<file path="config.mk">
export PLATFORM = sky130hd
export DESIGN_NAME = controller_sequencer
export DESIGN_NICKNAME = d
export VERILOG_FILES = /design/src/rtl/controller_sequencer.sv
export SDC_FILE = /design/constraint.sdc
export NUM_CORES = 1
export LEC_CHECK = 0
export ABC_AREA = 0
export ABC_CLOCK_PERIOD_IN_PS = 4700
export CAP_MARGIN = 0
export CORE_ASPECT_RATIO = 1.5
export CORE_MARGIN = 4
export CORE_UTILIZATION = 40
export CTS_BUF_LIST = sky130_fd_sc_hd__clkbuf_2 sky130_fd_sc_hd__clkbuf_4 sky130_fd_sc_hd__clkbuf_8
export DETAILED_ROUTE_END_ITERATION = 10
export PLACE_DENSITY = 0.67
export SYNTH_ARGS = -nofsm -noshare
export SYNTH_HDL_FRONTEND = slang
export SYNTH_SLANG_ARGS = --single-unit
</file>
<file path="constraint.sdc">
create_clock -name CLK -period 4.7 [get_ports CLK]
set_input_delay 0.94 -clock CLK [delete_from_list [all_inputs] [get_ports CLK]]
set_output_delay 0.94 -clock CLK [all_outputs]
set_load 0.1 [all_outputs]
</file>
<file path="src/rtl/controller_sequencer.sv">
// controller_sequencer: uOP index sequencer with registered ALU flags, run/halt, runaway fault and retire counter; `define SEQ_STEP_EN adds a STEP single-step input
module controller_sequencer #(
  parameter int COUNT_W   = 16,
  parameter int FAULT_UOP = 6
) (
  input  logic               CLK,
  input  logic               RST_N,
  input  logic               RUN,
`ifdef SEQ_STEP_EN
  input  logic               STEP,
`endif
  input  logic               RESET_uOP,
  input  logic               READ_FLAGS,
  input  logic               ALU_ZERO,
  input  logic               ALU_COUT,
  output logic [2:0]         uOP,
  output logic               ZERO_FLAG,
  output logic               COUT_FLAG,
  output logic               HALTED,
  output logic               FAULT,
  output logic               INSTR_DONE,
  output logic [COUNT_W-1:0] RETIRED
);
  typedef enum logic [1:0] {BOOT, EXEC, HALT} state_e;
  localparam logic [2:0] FAULT_IDX = 3'(FAULT_UOP);
  localparam logic [2:0] IDLE_UOP  = 3'd7;
  state_e             state_q;
  logic [2:0]         uop_q;
  logic               zero_q, cout_q, halted_q, fault_q, done_q;
  logic [COUNT_W-1:0] retired_q;
  logic               step_go, single_mode;
`ifdef SEQ_STEP_EN
  logic step_q, single_q;
  assign step_go     = STEP & ~step_q;
  assign single_mode = single_q;
  // STEP edge detector; single_q marks an instruction launched by STEP so it halts at retire
  always_ff @(posedge CLK or negedge RST_N)
    if (!RST_N) begin
      step_q   <= 1'b0;
      single_q <= 1'b0;
    end else begin
      step_q   <= STEP;
      single_q <= (state_q != EXEC) ? (!RUN && step_go) : single_q;
    end
`else
  assign step_go     = 1'b0;
  assign single_mode = 1'b0;
`endif
  // sequencer FSM: uOP stepping, retire/halt decisions, fault, counter and flag capture
  always_ff @(posedge CLK or negedge RST_N)
    if (!RST_N) begin
      state_q   <= BOOT;
      uop_q     <= IDLE_UOP;
      zero_q    <= 1'b0;
      cout_q    <= 1'b0;
      halted_q  <= 1'b1;
      fault_q   <= 1'b0;
      done_q    <= 1'b0;
      retired_q <= '0;
    end else begin
      done_q <= 1'b0;
      if (READ_FLAGS) begin
        zero_q <= ALU_ZERO;
        cout_q <= ALU_COUT;
      end
      case (state_q)
        EXEC:
          if (uop_q == IDLE_UOP) begin
            if (RUN && !single_mode) uop_q <= '0;
            else begin
              state_q  <= HALT;
              halted_q <= 1'b1;
            end
          end else if (RESET_uOP) begin
            done_q    <= 1'b1;
            retired_q <= retired_q + 1'b1;
            if (RUN && !single_mode) uop_q <= '0;
            else begin
              uop_q    <= IDLE_UOP;
              state_q  <= HALT;
              halted_q <= 1'b1;
            end
          end else if (uop_q == FAULT_IDX) begin
            fault_q <= 1'b1;
            uop_q   <= IDLE_UOP;
          end else uop_q <= uop_q + 1'b1;
        BOOT, HALT:
          if (RUN || step_go) begin
            state_q  <= EXEC;
            uop_q    <= '0;
            halted_q <= 1'b0;
          end
        default: begin
          state_q  <= BOOT;
          uop_q    <= IDLE_UOP;
          halted_q <= 1'b1;
        end
      endcase
    end
  assign uOP        = uop_q;
  assign ZERO_FLAG  = zero_q;
  assign COUT_FLAG  = cout_q;
  assign HALTED     = halted_q;
  assign FAULT      = fault_q;
  assign INSTR_DONE = done_q;
  assign RETIRED    = retired_q;
endmodule

</file>
**Word level (Yosys, flattened, before mapping)**

Cells that the tools add are included.

- Bits of input ports: 7
- Register bits: 26
- Output and inout bits: 24
- Logic and storage cells: 42

- Equal/unequal tests: 6
- Mux-type cells: 19
- Bitwise gates (word level): 2
- Reductions and logical operators: 5
- Add/sub/neg operators: 2

Operator list:

| cell | number |
|---|---|
| $add A16 B1 Y16 const B | 1 |
| $mux W3 | 5 |
| $mux W2 | 4 |
| $mux W1 | 7 |
| $eq A3 B3 Y1 const B | 2 |
| $pmux W3 S2 | 1 |
| $pmux W2 S2 | 1 |
| $reduce_and A4 Y1 | 1 |
| $add A3 B1 Y3 const B | 1 |
| $ne A3 B3 Y1 const B | 1 |
| $reduce_and A3 Y1 | 1 |
| $eq A2 B1 Y1 const B | 1 |
| $eq A2 B2 Y1 const B | 1 |
| $logic_not A2 Y1 | 1 |
| $ne A2 B2 Y1 const B | 1 |
| $not A1 Y1 | 2 |
| $pmux W1 S2 | 1 |
| $reduce_and A2 Y1 | 1 |
| $reduce_or A2 Y1 | 1 |

**Depth between registers and ports, before layout**

Gate-level depths: netlist of the first run.

- Depth in word-level cells: 5
- Depth in mapped cells: 7

**Least setup slack after synthesis of the first run**

OpenSTA, ideal clock, no wires.

- Kind: register to register
- Start: register uop_q[1], in the netlist uOP[1]
- End: register retired_q[9], in the netlist RETIRED[9]
- Setup slack: 2.631 ns
- Data arrival time: 1.911 ns
- Cell stages (with the launch flop): 8
- Path buffers: 1
- Setup time: 0.158 ns
- Required time: 4.542 ns
- Cells stage by stage: dfstp_2 ha_1 ha_1 nand4bb_4 buf_6 nor3_4 and2_4 xor2_2

- Cells in the longest elaborated chain, start to end: 3

Ends and longest elaborated chain:

| element | RTL line | text |
|---|---|---|
| from (decl) | 28 | `logic [2:0] uop_q;` |
| from (signal assigned) | 86 | `end else uop_q <= uop_q + 1'b1;` |
| $eq A3 B3 Y1 | 68 | `if (uop_q == IDLE_UOP) begin` |
| $not A1 Y1 (no source line) | - |  |
| $reduce_and A3 Y1 (no source line) | - |  |
| to (signal assigned) | 76 | `retired_q <= retired_q + 1'b1;` |
| to (decl) | 30 | `logic [COUNT_W-1:0] retired_q;` |

No other way between the ends.
A chain may end at the register's enable or synchronous reset.

**Worst setup path in the final report of the first run**

- Start: register uop_q[0], in the netlist uOP[0]
- End: output uOP[0]

RTL lines:

| element | RTL line | text |
|---|---|---|
| to (decl) | 16 | `output logic [2:0] uOP,` |

No word-level cell between the ends.

==> summary.txt, run 1 <==
=================================================================================================
Count of maximum capacitance violations ............................................            0
Syn Std Cell Area ..................................................................    1250 um^2
Largest delay contributor family on the critical path .............................. buffers and inverters
CTS tree ...........................................................................          yes
Net switching power ................................................................       495 uW
Number of distinct library cell variants in the gate-level netlist after synthesis .           27
Detailed-route wire length .........................................................      2.33 mm
Leakage component of the power .....................................................  0.000720 uW
Number of nets in the finished design ..............................................          152
Layout overhead on the synthesized area ............................................        30.8%
Via count ..........................................................................          887
Worst-path fanout max ..............................................................            5
Nature of the critical path endpoint ...............................................   output pin
Weighted congestion at the end of routability-driven global placement ..............        0.712
CP arrival .........................................................................      1.98 ns
Starting density of the core .......................................................        0.423
Syn_area_per_cell ..................................................................    11.5 um^2
Ant diodes .........................................................................            0
Post-synth top area cell ........................................................... sky130_fd_sc_hd__dfrtp_1
Total Die Area .....................................................................    4090 um^2
Floorplan die width ................................................................      53.6 um
Instance count after placement with tap cells included .............................          175
Total of endpoints with negative setup slack in the final report ...................            0
Portion of total power attributed to the clock network .............................        0.145
Yosys Warn Count ...................................................................            0
Number of non-filler instances in the completed layout .............................          179
Setup repair after global routing missed its margin ................................           no
Worst setup path category .......................................................... flop to output pin
Global-route wire length before repair .............................................      4.22 mm
Switching portion of total power ...................................................        0.510
Proportion of layout cells with a drive suffix above 1 .............................        0.121
Grt total ovfl .....................................................................            0
Ordered cell list for the critical path ............................................ clkdlybuf4s50_1
Iteration-0 DRC count of the detailed router .......................................           19
Hold Violations, Final .............................................................            0
Post-CTS setup buffer count ........................................................            0
Max clock buf depth ................................................................            2
Critical Path Max Stage Delay ......................................................      1.14 ns
Count of mapped cells out of synthesis .............................................          108
Post-CTS Resized ...................................................................            0
Status .............................................................................    completed
Sink count of the clock tree .......................................................           26
Post-Syn Nets ......................................................................          119
Routed via count divided by cell count .............................................         4.96
Power Dens Cells ...................................................................  596 nW/um^2
I/O pin count ......................................................................           31
Skew-Pair Late Insertion Delay .....................................................      0.27 ns
Slowest stage cell on the critical path ............................................ sky130_fd_sc_hd__clkdlybuf4s50_1
CTS Hold Buffers Added .............................................................            0
Clk pin slew, worst setup/hold paths ...............................................      0.09 ns
H-Tree Level Count .................................................................            1
Peak ir drop on the vdd network ....................................................   0.000423 V
Drt pass-1 iters ...................................................................            4
Root buffer cell ................................................................... sky130_fd_sc_hd__clkbuf_8
FP Rows ............................................................................           24
IO buf count .......................................................................           30
Normalized max-slew margin .........................................................        0.347
Sequential element share of the synthesized area ...................................        0.526
Worst-margin pin slew ..............................................................     0.976 ns
Hold WC Path Type .................................................................. flop to flop
Fin Clk Skew .......................................................................   0.00476 ns
Place WS ...........................................................................      2.07 ns
Core region area ...................................................................    2940 um^2
Worst path required time ...........................................................      3.76 ns
Final total negative setup slack ...................................................         0 ns
Final worst-path setup slack .......................................................      1.78 ns
Fraction of the cycle the final worst path needs ...................................        0.622
Total global routing track utilization .............................................        0.136
Top cells by area, synth ........................................................... sky130_fd_sc_hd__dfrtp_1 44%, sky130_fd_sc_hd__xnor2_1 9.1%, sky130_fd_sc_hd__dfstp_2 8.4%
Sum of net half-perimeters after detailed placement ................................      1.82 mm
Combinational group share of total power ...........................................        0.509
Sequential group share of total power ..............................................        0.346
Fmax ...............................................................................      342 MHz
Initial antenna violation count ....................................................            0
Vias in the first global route .....................................................          954
Detail Route Antenna Nets ..........................................................            0
Wire length per cell after detailed routing ........................................      13.0 um
Area share of the largest cell type after synthesis ................................        0.442
Pins Over Slew Limit ...............................................................            0
Nature of the critical path startpoint .............................................         flop
Remaining DRCs .....................................................................            0
WP buf/inv .........................................................................            1
Pint ...............................................................................       476 uW
Largest net degree at the start of global routing ..................................           27
Die Span Y .........................................................................      76.4 um
FF+latch count, synth ..............................................................           26
Final Critical Period ..............................................................      2.92 ns
CTS Buf Count ......................................................................            3
=================================================================================================
==> stage by stage <==
stage | area [um^2] | hold slack, ns | total power (uW) | util
floorplan | 1250 | 0.533 | 730 | -
global placement | 1580 | 0.451 | 833 | 0.535
detailed placement | 1580 | 0.466 | 840 | 0.535
CTS | 1630 | 0.491 | 986 | 0.554
global route | 1630 | 0.510 | 1030 | 0.554
finish | 1630 | 0.480 | 972 | 0.554
==> power by group through the flow <==
stage / Combinational, uW / Sequential, uW / Clock [uW]
2_1_floorplan: 117 / 613 / 0
3_3_place_gp: 495 / 337 / 0
3_5_place_dp: 499 / 341 / 0
4_1_cts: 501 / 337 / 148
5_1_grt: 526 / 348 / 155
6_report: 495 / 336 / 141
==> path summary, 6_finish.rpt <==
check,startpoint,end,slack (ns),cells after the start
setup / recovery,uOP[0],uOP[0],1.78,1
hold / removal,FAULT,FAULT,0.48,2
setup reg to reg,uOP[0],RETIRED[15],2.86,6
hold reg to reg,FAULT,FAULT,0.48,2
max in group asynchronous,RST_N,HALTED,3.37,2
min in group asynchronous,RST_N,RETIRED[13],1.04,2
==> cells by family after synthesis <==
group,count (synthesis),share of synthesized area
fa+ha+maj,4,0.0402
simple gates,34,0.181
compound gates,16,0.0723
flops,26,0.526
mux,3,0.0261
xor+xnor,15,0.111
buf+inv,10,0.0432
==> Yosys cell counts <==
library cell                number
sky130_fd_sc_hd__nand2b_1        1
sky130_fd_sc_hd__dfstp_2         4
sky130_fd_sc_hd__and2_4          1
sky130_fd_sc_hd__nand2_1        12
sky130_fd_sc_hd__xor2_1          1
sky130_fd_sc_hd__mux2_2          2
sky130_fd_sc_hd__a21oi_1         8
sky130_fd_sc_hd__and3_1          3
sky130_fd_sc_hd__xnor2_1        13
sky130_fd_sc_hd__buf_2           1
sky130_fd_sc_hd__o22ai_1         1
sky130_fd_sc_hd__nand4_4         1
sky130_fd_sc_hd__ha_1            4
sky130_fd_sc_hd__nand4_1         4
sky130_fd_sc_hd__nor2_1          4
sky130_fd_sc_hd__nor3_4          2
sky130_fd_sc_hd__mux2i_1         1
sky130_fd_sc_hd__a21boi_0        1
sky130_fd_sc_hd__nand3_1         5
sky130_fd_sc_hd__o21a_1          1
sky130_fd_sc_hd__o21ai_0         4
sky130_fd_sc_hd__o41ai_1         1
sky130_fd_sc_hd__inv_1           7
sky130_fd_sc_hd__dfrtp_1        22
sky130_fd_sc_hd__nand4bb_4       1
sky130_fd_sc_hd__xor2_2          1
sky130_fd_sc_hd__buf_6           2
==> flip-flops by register name (all words and copies together) (netlist names) <==
register,count
COUT_FLAG,1
RETIRED,16
ZERO_FLAG,1
HALTED,1
state_q,2
FAULT,1
INSTR_DONE,1
uOP,3
==> placed cells by master, fill, tap and decap left out <==
cell type	n
sky130_fd_sc_hd__a21boi_0	1
sky130_fd_sc_hd__a21oi_1	8
sky130_fd_sc_hd__and2_4	1
sky130_fd_sc_hd__and3_1	3
sky130_fd_sc_hd__buf_4	1
sky130_fd_sc_hd__clkbuf_8	4
sky130_fd_sc_hd__clkdlybuf4s50_1	30
sky130_fd_sc_hd__dfrtp_1	22
sky130_fd_sc_hd__dfstp_2	4
sky130_fd_sc_hd__ha_1	4
sky130_fd_sc_hd__inv_1	7
sky130_fd_sc_hd__mux2_2	2
sky130_fd_sc_hd__mux2i_1	1
sky130_fd_sc_hd__nand2_1	12
sky130_fd_sc_hd__nand2b_1	1
sky130_fd_sc_hd__nand3_1	5
sky130_fd_sc_hd__nand4_1	4
sky130_fd_sc_hd__nand4_4	1
sky130_fd_sc_hd__nand4bb_4	1
sky130_fd_sc_hd__nor2_1	4
sky130_fd_sc_hd__nor3_4	2
sky130_fd_sc_hd__o21a_1	1
sky130_fd_sc_hd__o21ai_0	4
sky130_fd_sc_hd__o22ai_1	1
sky130_fd_sc_hd__o41ai_1	1
sky130_fd_sc_hd__xnor2_1	13
sky130_fd_sc_hd__xor2_1	1
sky130_fd_sc_hd__xor2_2	1
==> area by class of cell <==
| type | instances | area, um^2 |
|---|---|---|
| Multi-Input combinational cell | 72 | 537 |
| Timing Repair Buffer | 31 | 308 |
| Clock buffer | 4 | 55.1 |
| Fill cell | 278 | 1310 |
| Sequential cell | 26 | 656 |
| Inverter | 7 | 26.3 |
| Tap cell | 39 | 48.8 |
==> per-layer routing <==
metal	vias to the layer above	GRT usage	wire, um
li1	428	-	-
met1	428	0.166	958
met5	-	0	0
met2	27	0.229	1210
met3	4	0.0235	126
met4	0	0.0537	30
Note: power is estimated with default switching activity, not from simulation.
==> run 2: changes to the inputs <==
--- a/config.mk
+++ b/config.mk
@@ -6,14 +6,14 @@
 export NUM_CORES = 1
 export LEC_CHECK = 0
 export ABC_AREA = 0
-export ABC_CLOCK_PERIOD_IN_PS = 4700
+export ABC_CLOCK_PERIOD_IN_PS = 2600
 export CAP_MARGIN = 0
 export CORE_ASPECT_RATIO = 1.5
 export CORE_MARGIN = 4
 export CORE_UTILIZATION = 40
 export CTS_BUF_LIST = sky130_fd_sc_hd__clkbuf_2 sky130_fd_sc_hd__clkbuf_4 sky130_fd_sc_hd__clkbuf_8
 export DETAILED_ROUTE_END_ITERATION = 10
-export PLACE_DENSITY = 0.67
+export PLACE_DENSITY = 0.7
 export SYNTH_ARGS = -nofsm -noshare
 export SYNTH_HDL_FRONTEND = slang
 export SYNTH_SLANG_ARGS = --single-unit
==> constraint.sdc (replaced) <==
create_clock -name CLK -period 2.6 [get_ports CLK]
set_input_delay 0.52 -clock CLK [delete_from_list [all_inputs] [get_ports CLK]]
set_output_delay 0.52 -clock CLK [all_outputs]
set_load 0.1 [all_outputs]
==> run 2 against run 1 <==
  * Wire length down 1.1%
  * Core utilization down 2.3 points
  * Via count down 0.90%
  * Global-route usage down 0.83 points
  * Die area unchanged
  * First-iteration DRC count down 32%
  * Clock skew down 0.0012 ns
  * Sequential share of layout area up 1.7 points
  * Critical path type is now flop to flop
  * Critical endpoint is now RETIRED[13]
  * Largest cell class unchanged
==> summary.txt, run 2 (synthesized netlist as in run 1, its figures left out) <==
====================================================================================
Nature of the critical path endpoint ..................................         flop
Detail Route Antenna Nets .............................................            0
Core region area ......................................................    2940 um^2
Final total negative setup slack ......................................         0 ns
Fin Clk Skew ..........................................................   0.00357 ns
Iteration-0 DRC count of the detailed router ..........................           13
Vias in the first global route ........................................          917
Largest net degree at the start of global routing .....................           27
Count of maximum capacitance violations ...............................            0
Post-CTS setup buffer count ...........................................            0
Initial antenna violation count .......................................            0
Die Span Y ............................................................      76.4 um
Grt total ovfl ........................................................            0
Setup repair after global routing missed its margin ...................           no
Normalized max-slew margin ............................................        0.727
Sink count of the clock tree ..........................................           26
Skew-Pair Late Insertion Delay ........................................      0.26 ns
Most common cell after layout, fill and taps aside .................... sky130_fd_sc_hd__buf_4
Worst-path fanout max .................................................            6
Final standard cell utilization of the core ...........................        0.531
Pins Over Slew Limit ..................................................            0
Place WS ..............................................................     0.553 ns
Ant diodes ............................................................            0
Max clock buf depth ...................................................            2
Commonest non-fill, non-tap cells in the layout ....................... 25 x sky130_fd_sc_hd__buf_4, 22 x sky130_fd_sc_hd__dfrtp_1, 13 x sky130_fd_sc_hd__xnor2_1, 12 x sky130_fd_sc_hd__nand2_1, 8 x sky130_fd_sc_hd__a21oi_1
Number of non-filler instances in the completed layout ................          179
Number of nets in the finished design .................................          152
Power Dens Cells ...................................................... 1100 nW/um^2
Leakage component of the power ........................................  0.000753 uW
CTS tree ..............................................................          yes
Routed via count divided by cell count ................................         4.91
Worst-margin pin slew .................................................     0.409 ns
Clk pin slew, worst setup/hold paths ..................................      0.08 ns
Total global routing track utilization ................................        0.128
H-Tree Level Count ....................................................            1
Starting density of the core ..........................................        0.423
Worst-case register-to-register setup slack ...........................      0.78 ns
Status ................................................................    completed
Instance count after placement with tap cells included ................          175
Remaining DRCs ........................................................            0
CTS Hold Buffers Added ................................................            0
Total Die Area ........................................................    4090 um^2
Post-CTS Resized ......................................................            0
CP arrival ............................................................      1.98 ns
I/O pin count .........................................................           31
Global-route wire length before repair ................................      4.05 mm
Worst path required time ..............................................      2.75 ns
Hold WC Path Type ..................................................... flop to flop
Nature of the critical path startpoint ................................         flop
Worst setup path category ............................................. flop to flop
Final Critical Period .................................................      1.82 ns
Fmax ..................................................................      548 MHz
Weighted congestion at the end of routability-driven global placement .        0.711
Max FFs per register ..................................................           16
CTS Buf Count .........................................................            3
Proportion of layout cells with a drive suffix above 1 ................        0.293
Detailed-route wire length ............................................      2.30 mm
IO buf count ..........................................................           30
Peak ir drop on the vdd network .......................................   0.000987 V
Fraction of the cycle the final worst path needs ......................        0.702
Floorplan die width ...................................................      53.6 um
Sum of net half-perimeters after detailed placement ...................      1.85 mm
Root buffer cell ...................................................... sky130_fd_sc_hd__clkbuf_8
Final worst-path setup slack ..........................................     0.776 ns
FP Rows ...............................................................           24
Layout overhead on the synthesized area ...............................        25.5%
Drt pass-1 iters ......................................................            4
Via count .............................................................          879
Hold Violations, Final ................................................            0
Wire length per cell after detailed routing ...........................      12.9 um
Total of endpoints with negative setup slack in the final report ......            0
====================================================================================
-- run 2: cell types whose count changed in the layout (fill, tap and decap cells not counted), sizes merged --
cell,before,now
buf,1,25
clkdlybuf4s50,30,6
-- run 2: routing by layer --
layer  vias to the layer above  part of all wire  GRT usage
met5                         -                 0          0
met4                         0            0.0052     0.0307
met3                         2             0.051     0.0215
met2                        21              0.55      0.227
met1                       427              0.40      0.153
li1                        429                 -          -
-- run 2: worst max-delay path: stages (launching register included) --
cell and delay, ns:
sky130_fd_sc_hd__dfstp_2 0.40, sky130_fd_sc_hd__ha_1 0.19, sky130_fd_sc_hd__ha_1 0.22, sky130_fd_sc_hd__nand4bb_4 0.32, sky130_fd_sc_hd__nor3_4 0.31, sky130_fd_sc_hd__nand4_1 0.14, sky130_fd_sc_hd__xnor2_1 0.14
-- run 2: cell type report --
type                            count  area (um^2)
Clock buffer                        4         48.8
Fill cell                         303         1380
Inverter                            7         26.3
Multi-Input combinational cell     72          537
Sequential cell                    26          656
Tap cell                           39         48.8
Timing Repair Buffer               31          248
-- run 2: final timing paths --
| check | from | end | cells past startpoint |
|---|---|---|---|
| min reg2reg | RETIRED[15] | RETIRED[15] | 1 |
| max in group asynchronous | RST_N | uOP[0] | 2 |
| max | uOP[0] | RETIRED[13] | 6 |
| min in group asynchronous | RST_N | RETIRED[15] | 2 |
| max reg2reg | uOP[0] | RETIRED[13] | 6 |
| min | RETIRED[15] | RETIRED[15] | 1 |
-- run 2: power breakdown --
group,switching (uW),total [uW],leakage [uW],internal [uW]
clock,112,232,0.0000262,120
sequential,113,613,0.000328,500
combinational,669,871,0.000400,202
total,894,1720,0.000753,821
-- run 2: per-stage QoR --
stage                     hold slack, ns  cell area (um^2)  total power [uW]
after floorplan                    0.224              1250              1320
after global placement             0.452              1520              1480
after detailed placement           0.449              1520              1500
after CTS                          0.480              1560              1740
after global routing               0.496              1560              1810
final                              0.477              1560              1720
